### config.mk
export PLATFORM = sky130hd
export DESIGN_NAME = uart_recv
export DESIGN_NICKNAME = d
export VERILOG_FILES = /design/src/rtl/uart_recv.sv
export SDC_FILE = /design/constraint.sdc
export NUM_CORES = 1
export LEC_CHECK = 0
export BUFFER_PORTS_ARGS = -buffer_cell sky130_fd_sc_hd__buf_2
export CAP_MARGIN = 15
export CORE_UTILIZATION = 30
export CTS_CLUSTER_DIAMETER = 200
export DETAILED_ROUTE_END_ITERATION = 8
export GPL_TIMING_DRIVEN = 0
export HOLD_SLACK_MARGIN = 0.12
export SLEW_MARGIN = 20
export SYNTH_ARGS = -nofsm -noshare
export SYNTH_HDL_FRONTEND = slang
export SYNTH_SLANG_ARGS = --single-unit
### constraint.sdc
create_clock -name clk -period 2.35 [get_ports clk]
set_clock_uncertainty 0.1 [all_clocks]
set_input_delay 0.235 -clock clk [delete_from_list [all_inputs] [get_ports clk]]
set_output_delay 0.235 -clock clk [all_outputs]
set_load 0.02 [all_outputs]
### src/rtl/uart_recv.sv
// 8N1 UART receiver: 2-FF line synchroniser, mid-bit sampling,
// one-cycle valid / frame_err pulses with data held between frames.
module uart_recv #(
  parameter int CLK_FREQ  = 100000000,
  parameter int BAUD_RATE = 9600
) (
  input  logic       clk,
  input  logic       rst,
  input  logic       din,
  output logic       valid,
  output logic [7:0] data,
  output logic       frame_err,
  output logic       busy
);

  localparam int BAUD_DIV = CLK_FREQ / BAUD_RATE;
  localparam int HALF_DIV = BAUD_DIV / 2;

  localparam logic [13:0] BAUD_END = 14'(BAUD_DIV - 1);
  localparam logic [13:0] HALF_END = 14'(HALF_DIV - 1);

  typedef enum logic [2:0] {
    IDLE,
    START,
    DATA,
    STOP,
    WAIT_HIGH
  } state_t;

  state_t      state;
  logic [1:0]  sync_q;
  logic        rx_s;
  logic [13:0] cnt;
  logic [2:0]  idx;
  logic [7:0]  sh;

  always_ff @(posedge clk) begin
    if (rst) begin
      sync_q <= 2'b11;
    end else begin
      sync_q <= {sync_q[0], din};
    end
  end

  assign rx_s = sync_q[1];
  assign busy = (state != IDLE);

  always_ff @(posedge clk) begin
    if (rst) begin
      state     <= IDLE;
      cnt       <= '0;
      idx       <= '0;
      sh        <= '0;
      data      <= '0;
      valid     <= 1'b0;
      frame_err <= 1'b0;
    end else begin
      valid     <= 1'b0;
      frame_err <= 1'b0;
      unique case (state)
        IDLE: begin
          cnt <= '0;
          if (!rx_s) state <= START;
        end
        START: begin
          if (cnt == HALF_END) begin
            cnt   <= '0;
            idx   <= '0;
            state <= rx_s ? IDLE : DATA;
          end else begin
            cnt <= cnt + 14'd1;
          end
        end
        DATA: begin
          if (cnt == BAUD_END) begin
            cnt     <= '0;
            sh[idx] <= rx_s;
            idx     <= idx + 3'd1;
            if (idx == 3'd7) state <= STOP;
          end else begin
            cnt <= cnt + 14'd1;
          end
        end
        STOP: begin
          if (cnt == BAUD_END) begin
            cnt <= '0;
            // Leave mid stop bit so a back-to-back start edge is caught
            if (rx_s) begin
              data  <= sh;
              valid <= 1'b1;
              state <= IDLE;
            end else begin
              frame_err <= 1'b1;
              state     <= WAIT_HIGH;
            end
          end else begin
            cnt <= cnt + 14'd1;
          end
        end
        WAIT_HIGH: begin
          cnt <= '0;
          if (rx_s) state <= IDLE;
        end
        default: begin
          cnt   <= '0;
          state <= IDLE;
        end
      endcase
    end
  end

endmodule

After elaboration in Yosys (flattened, before gate mapping) --
Cells that the tools add are included.
Operators by class: order comparisons 2, eq/ne operators 13, reduce and logical (&&, ||, !) cells 10, bitwise gates (word level) 2, multiplexer cells 20, add/subtract/negate cells 2
Operators with widths (number):
- two-way mux 14 bit | 2
- case mux 14 bit (2 select lines) | 1
- two-way mux 3 bit | 9
- case mux 3 bit (5 select lines) | 1
- adder 14 x 1 -> 14 bit (second input constant) | 1
- equality test 14 x 13 -> 1 bit (second input constant) | 1
- equality test 14 bit (second input constant) | 1
- inequality test 2 bit (second input constant) | 6
- bitwise mux 8 bit | 1
- equality test 3 x 2 -> 1 bit (second input constant) | 2
- equality test 3 bit (second input constant) | 2
- case mux 3 bit (2 select lines) | 1
- AND reduction 3 bit | 2
- AND reduction 6 bit | 1
- less-than comparator 3 x 4 -> 1 bit (second input constant) | 1
- adder 3 x 1 -> 3 bit (second input constant) | 1
- demux 1 bit (select 3 bit) | 1
- equality test 3 x 1 -> 1 bit (second input constant) | 1
- greater-or-equal comparator 3 x 1 -> 1 bit (second input constant) | 1
- logical NOT 3 bit | 1
- two-way mux 1 bit | 3
- nonzero test 3 bit | 1
- OR reduction 3 bit | 1
- two-way mux 2 bit | 1
- 5 further kinds | 6
Storage, ports and cells: bits of input ports 3, word-level logic and storage cells 57, output and inout port bits 11, flip-flop bits (word level) 40

Longest topological paths before layout --
Gate-level depths: netlist (run 1).
depth after elaboration 5, mapped depth 7, mapped depth without buffers 5

Worst setup path after synthesis (run 1) --
Ideal clock, no wire load.
path kind register to register, start point reg cnt[0], end point reg sh[6], data required time 2.118 ns, cell stages (with the launch flop) 7, arrival time 1.539 ns, slack 0.578 ns, period minus slack after synthesis 1.772 ns, setup time 0.132 ns, buffers on the path 1, cells stage by stage dfxtp_1 -> ha_1 -> and4_4 -> nand4_4 -> buf_2 -> o41ai_2 -> a21oi_1
Between the ends: word-level cells in the longest chain between the ends 2
Ends and longest elaborated chain:
- from (decl) | RTL line 33 | logic [13:0] cnt;
- from (signal assigned) | RTL line 71 | cnt <= cnt + 14'd1;
- from (signal assigned) | RTL line 81 | cnt <= cnt + 14'd1;
- from (signal assigned) | RTL line 97 | cnt <= cnt + 14'd1;
- equality test 14 bit | RTL line 75 | if (cnt == BAUD_END) begin
- AND reduction 2 bit (no line)
- to (signal, indexed assignment) | RTL line 77 | sh[idx] <= rx_s;
- to (decl) | RTL line 35 | logic [7:0] sh;
No other way between the ends. A chain may end at the register's enable or synchronous reset.

Final worst setup path (run 1) --
start point reg cnt[0], end point reg cnt[8]
Between the ends: word-level cells in the longest chain between the ends 3
Ends and longest elaborated chain:
- adder 14 x 1 -> 14 bit, or another cell as far along | RTL line 71, 81, 97
- two-way mux 14 bit, on equally long branches | RTL line 75, 85, 66
- case mux 14 bit (2 select lines) * | RTL line 60 | unique case (state)
Mark *: on every way between the ends. The rest lies on a longest branch, timed or not.

==> flow_summary.json, run 1 <==
{
  "clk_pin_slew_ns": 0.08,
  "dieArea_um2": 6850,
  "rsz0062_at_grt": "no",
  "gp_congestion": 0.777,
  "worst_slew_pin_slew_ns": 0.598,
  "arrival_ns": 2.07,
  "io_buffers": 13,
  "numCtsBuffers": 5,
  "syn_to_final_growth_pct": 16.9,
  "cts_buffer_depth": 2,
  "power-per-cell-area_nw_per_um2": 654,
  "finalSetupViolCount": 0,
  "start_util_pct": 31.0,
  "async_reset_ff_share_pct": 0,
  "drt_iter0_markers": 102,
  "clock_latency_ns": 0.29,
  "synth_area_leaders": "dfxtp_1, a21oi_1, xor2_1",
  "utilization_pct": 36.2,
  "regToRegSetupSlack_ns": 0.35,
  "hold_class": "reg2reg",
  "r2r_start": "cnt[0]",
  "synth_area_um2": 1960,
  "cp-endpoint": "cnt[8]",
  "finalNetCount": 240,
  "drive_gt1_share_pct": 19.6,
  "overflow": 0,
  "final_common_cell": "dfxtp_1",
  "ys_ff_latch": 40,
  "max_freq_mhz": 499,
  "yosys_warnings": 0,
  "fin_crit_sh_pct": 85.3,
  "antenna_found_initial": 0,
  "rows": 29,
  "routed_via_density": 5.21,
  "drt-wirelength-per-cell_um": 13.0,
  "tritoncts": "yes",
  "p_leak_nw": 0.789,
  "grtUsageTotal_pct": 13.0,
  "slew_violations": 0,
  "fp.dieH_um": 82.8,
  "ant_nets": 0,
  "critPathBufInv": 1,
  "cp-end-kind": "register",
  "dr.pass1.iters": 4,
  "ys_types": 53,
  "max-cap-violations": 0,
  "power_w": 0.00150,
  "cp_num_cells": 6,
  "cts.sinks": 40,
  "hold_violations": 0,
  "root_buffer": "clkbuf_8",
  "syn_area_per_cell_um2": 9.19,
  "layout_common_cells": "dfxtp_1, buf_2, a21oi_1, nand3_1, nor3_1",
  "fin_setup_tns_ns": 0,
  "synth_ff_type": "dfxtp_1",
  "synth_nets": 219,
  "die_w_um": 82.8,
  "syn_inst": 213,
  "r2r.worst_path.cells": 6,
  "critPathLaunchType": "register",
  "worstReg2RegEnd": "cnt[8]",
  "vias": 1624,
  "drt-total-wl_um": 4070,
  "crit_start": "cnt[0]",
  "core-area_um2": 6310,
  "grt_pass1_vias": 1417,
  "critPathKind": "reg2reg",
  "slew_headroom_pct": 59.9,
  "hpwlAfterDp_um": 2790,
  "slowest_delay_ns": 0.38,
  "path_max_fanout": 10,
  "layout_setup_ws_ns": 0.346,
  "grt_max_degree": 14,
  "place_ws_ns": 0.359,
  "hold_slack_ns": 0.320,
  "num_antenna_cells": 0,
  "crit_slowest_cell": "dfxtp_1",
  "finalCriticalPeriod_ns": 2.00,
  "grt_pass1_wl_um": 6690,
  "status": "completed",
  "pin_count": 14,
  "synth_edf_count": 0,
  "seq_area_frac_synth_pct": 40.9,
  "yosysTopAreaCellShare_pct": 40.9,
  "required_ns": 2.41,
  "cpLargestDelayFamily": "simple AND/OR/NAND/NOR gates",
  "drt_drc_violations_left": 0,
  "yosysTopAreaCell": "dfxtp_1",
  "cp_cell_sequence": "ha_1 -> and4_4 -> nand4_4 -> a22oi_4 -> buf_2 -> nor3_1",
  "ir_worst_vdd_mv": 0.318,
  "h-tree-depth": 2
}
-- metrics by stage --
stage	std cells	instance area, µm²
final	312	2290
after global routing	312	2290
after global placement	303	2120
after CTS	312	2290
after floorplan	213	1960
after detailed placement	303	2120
-- sequential cells by signal (all words and copies together) (netlist names) --
| signal | cells |
|---|---|
| sh | 8 |
| frame_err | 1 |
| valid | 1 |
| idx | 3 |
| state | 3 |
| cnt | 14 |
| data | 8 |
| sync_q | 2 |
-- worst min path at each step --
stage	startpoint	to	slack [ns]	cells past startpoint
after global routing	sync_q[0]	sync_q[1]	0.33	1
after CTS	sync_q[0]	sync_q[1]	0.32	1
after global placement	sync_q[0]	sync_q[1]	0.29	1
after detailed placement	sync_q[0]	sync_q[1]	0.30	1
after floorplan	din	sync_q[0]	0.24	1
final	sync_q[0]	sync_q[1]	0.32	1
-- layer usage --
metal	part of all wire [%]	global-route usage [%]	up-vias
met3	3.5	2.62	6
met2	44	19.7	24
li1	-	-	831
met4	2.0	5.69	0
met1	50	17.8	763
met5	0	0	-
-- worst reg2reg max path, cell delays in order, from the launching register on --
cell and delay, ns:
dfxtp_1 0.38, ha_1 0.24, and4_4 0.29, nand4_4 0.19, a22oi_4 0.32, buf_2 0.27, nor3_1 0.09
-- where the power goes --
group | switching, W | total [W] | internal, W
Sequential | 0.00000134 | 0.000681 | 0.000680
Combinational | 0.0000283 | 0.0000429 | 0.0000145
Clock | 0.000243 | 0.000774 | 0.000531
Total | 0.000272 | 0.00150 | 0.00123
-- final cells by class --
| cell class | instances | area (µm²) |
|---|---|---|
| plain buffers | 16 | 85.1 |
| inverters | 3 | 11.3 |
| multi-input cells | 154 | 1060 |
| well taps | 77 | 96.3 |
| clock inverters | 3 | 90.1 |
| fillers | 679 | 4030 |
| repair buffers | 14 | 75.1 |
| flip-flops and latches | 40 | 801 |
| clock buffers | 5 | 68.8 |
-- synthesized netlist by cell type (all sizes together), types with 2 or more instances --
| cell type | n |
|---|---|
| nand4b | 2 |
| clkbuf | 9 |
| inv | 3 |
| nand4 | 7 |
| nor2 | 7 |
| or3 | 8 |
| o21a | 3 |
| nand3 | 15 |
| xor2 | 9 |
| and3 | 2 |
| a221oi | 2 |
| buf | 6 |
| nand2b | 4 |
| o32ai | 2 |
| nor3 | 14 |
| a211oi | 4 |
| or2 | 2 |
| nor3b | 5 |
| o21ai | 15 |
| and4 | 4 |
| nand2 | 10 |
| a21oi | 17 |
| ha | 3 |
| o21ba | 2 |
| dfxtp | 40 |
-- timing repair --
action                                 CTS  global route
setup buffers                            0             0
hold buffers                             1             0
setup endpoints to repair                0             0
resized for setup                        0             0
endpoints found under the hold margin    1             0
-- logic make-up after synthesis --
logic type	after synthesis	share of synthesized area (%)
simple gates	90	29.8
flops	40	40.9
fa+ha+maj	3	1.92
xor+xnor	10	4.47
buf+inv	19	4.92
compound gates	51	18.0
Power figures use the tool's default switching activity.
==> run 2, diff against run 1 <==
--- a/config.mk
+++ b/config.mk
@@ -6,5 +6,5 @@
 export NUM_CORES = 1
 export LEC_CHECK = 0
-export BUFFER_PORTS_ARGS = -buffer_cell sky130_fd_sc_hd__buf_2
+export BUFFER_PORTS_ARGS = -buffer_cell sky130_fd_sc_hd__clkbuf_2
 export CAP_MARGIN = 15
 export CORE_UTILIZATION = 30
==> constraint.sdc (replaced) <==
create_clock -name clk -period 2.35 [get_ports clk]
set_clock_uncertainty 0.1 [all_clocks]
set_input_delay 0.47 -clock clk [delete_from_list [all_inputs] [get_ports clk]]
set_output_delay 0.47 -clock clk [all_outputs]
set_load 0.02 [all_outputs]
==> run 2 against run 1 <==
  * Design area fell by 1.9%
  * Core utilization fell by 0.67 points
  * Routed wire length down 1.3%
  * Largest cell class unchanged
  * Power is 11% lower
  * Critical path depth stayed put
  * First-iteration DRC count down 14%
  * Sequential power is essentially flat
  * Fmax decreased by 0.80%
  * Via count down 0.31%
  * Die area unchanged
  * Global-route usage is 0.47 points lower
  * Clock-buffer cell count rose by 2
==> flow_summary.json, run 2 (synthesis gave the netlist of run 1 again) <==
{
  "gr-usage-met1_pct": 17.6,
  "slew_violations": 0,
  "max_flop_register": "cnt",
  "final_common_cell": "dfxtp_1",
  "clock_latency_ns": 0.29,
  "grt_use_met2_pct": 18.4,
  "vias": 1619,
  "cp_cell_sequence": "ha_1 -> and4_4 -> nand4_4 -> buf_2 -> o41ai_2 -> a21oi_1",
  "met3_usage_pct": 2.62,
  "hpwlAfterDp_um": 2760,
  "pin_count": 14,
  "reg_top3": "cnt x14, data x8, sh x8",
  "max_freq_mhz": 495,
  "power-per-cell-area_nw_per_um2": 594,
  "slew_headroom_pct": 60.0,
  "core-area_um2": 6310,
  "r2r_start": "cnt[0]",
  "routed_via_density": 5.21,
  "critPathBufInv": 1,
  "drt_iter0_markers": 88,
  "worstReg2RegEnd": "sh[6]",
  "dr.pass1.iters": 4,
  "seqCellArea_um2": 801,
  "fp.dieH_um": 82.8,
  "die_w_um": 82.8,
  "root_buffer": "clkbuf_8",
  "hold_buffers": 0,
  "h-tree-depth": 2,
  "layout_common_cells": "dfxtp_1, a21oi_1, nand3_1, nor3_1, clkbuf_2",
  "busiest_layer": "met2",
  "gp_congestion": 0.769,
  "drt_drc_violations_left": 0,
  "cts_setup_buffers": 0,
  "drive_gt1_share_pct": 19.7,
  "grtUsageTotal_pct": 12.5,
  "drt-total-wl_um": 4020,
  "holdPathStages": 2,
  "antenna_found_initial": 0,
  "hold_slack_ns": 0.255,
  "cts-resized-gates": 0,
  "syn_to_final_growth_pct": 14.7,
  "cts.sinks": 40,
  "cpLargestDelayFamily": "simple AND/OR/NAND/NOR gates",
  "multi_input_area_um2": 1060,
  "clk_pin_slew_ns": 0.08,
  "status": "completed",
  "arrival_ns": 2.07,
  "crit_slowest_cell": "dfxtp_1",
  "finalSetupViolCount": 0,
  "ant_nets": 0,
  "finalNetCount": 239,
  "hold_class": "in2reg",
  "cts_buffer_depth": 2,
  "finalCriticalPeriod_ns": 2.02,
  "rows": 29,
  "fin_setup_tns_ns": 0,
  "fin_crit_sh_pct": 86.0,
  "dieArea_um2": 6850,
  "cp-end-kind": "register",
  "path_max_fanout": 10,
  "p_leak_nw": 0.761,
  "required_ns": 2.40,
  "numCtsBuffers": 5,
  "grt_max_degree": 13,
  "grt_pass1_wl_um": 6550,
  "io_buffers": 13,
  "min-delay-start": "din",
  "max-cap-violations": 0,
  "ir_worst_vdd_mv": 0.233,
  "rsz0062_at_grt": "no",
  "hold_violations": 0,
  "critPathKind": "reg2reg",
  "drt-wirelength-per-cell_um": 12.9,
  "r2r.worst_path.cells": 6,
  "grt_pass1_vias": 1332,
  "num_antenna_cells": 0,
  "fillers": 669,
  "worst_slew_pin_slew_ns": 0.598,
  "start_util_pct": 31.0,
  "min_to": "sync_q[0]",
  "tritoncts": "yes",
  "critPathLaunchType": "register",
  "overflow": 0,
  "slowest_delay_ns": 0.37,
  "regToRegSetupSlack_ns": 0.33,
  "largest_reg_flops": 14
}
## run 2: cell count changes in the layout (fill, tap and decap cells not counted), sizes merged
cell         delta
clkbuf         +15
dlygate4sd3     -1
bufinv          -2
buf            -13
## run 2: layer usage
metal,part of all wire (%),vias up
li1,-,825
met2,43,31
met3,3.4,7
met4,1.9,0
met1,52,756
met5,0,-
## run 2: area by class of cell
type,instances,area share [%]
multi-input combinational,154,47.2
clock buffer,7,4.29
inverter,3,0.501
timing repair buffer,13,2.90
tap,77,4.29
buffer,16,3.79
clock inverter,1,1.34
sequential,40,35.7
## run 2: per-stage QoR
| step | area [µm²] | worst slack [ns] | cells | utilization [%] | power [W] |
|---|---|---|---|---|---|
| final | 2250 | 0.330 | 311 | 35.6 | 0.00133 |
| after global routing | 2250 | 0.210 | 311 | 35.6 | 0.00139 |
| after CTS | 2250 | 0.318 | 311 | 35.6 | 0.00135 |
| after detailed placement | 2120 | 0.341 | 303 | 33.6 | 0.000739 |
| after global placement | 2120 | 0.356 | 303 | 33.6 | 0.000739 |
| after floorplan | 1960 | 0.578 | 213 | - | 0.000727 |
## run 2: power by group
group          total (W)  switching, W  internal (W)
sequential      0.000681    0.00000115      0.000680
clock           0.000611      0.000236      0.000375
combinational  0.0000414     0.0000279     0.0000135
total            0.00133      0.000265       0.00107
## run 2: how the worst max path moves through the flow
stage                start     end  slack (ns)  depth (start not counted)
finish              cnt[0]   sh[6]        0.33                          6
global placement    cnt[0]  cnt[4]        0.36                          6
floorplan           cnt[0]   sh[6]        0.58                          6
CTS                 cnt[0]  cnt[3]        0.32                          6
global route        cnt[0]  cnt[6]        0.21                          6
detailed placement  cnt[0]  cnt[3]        0.34                          6
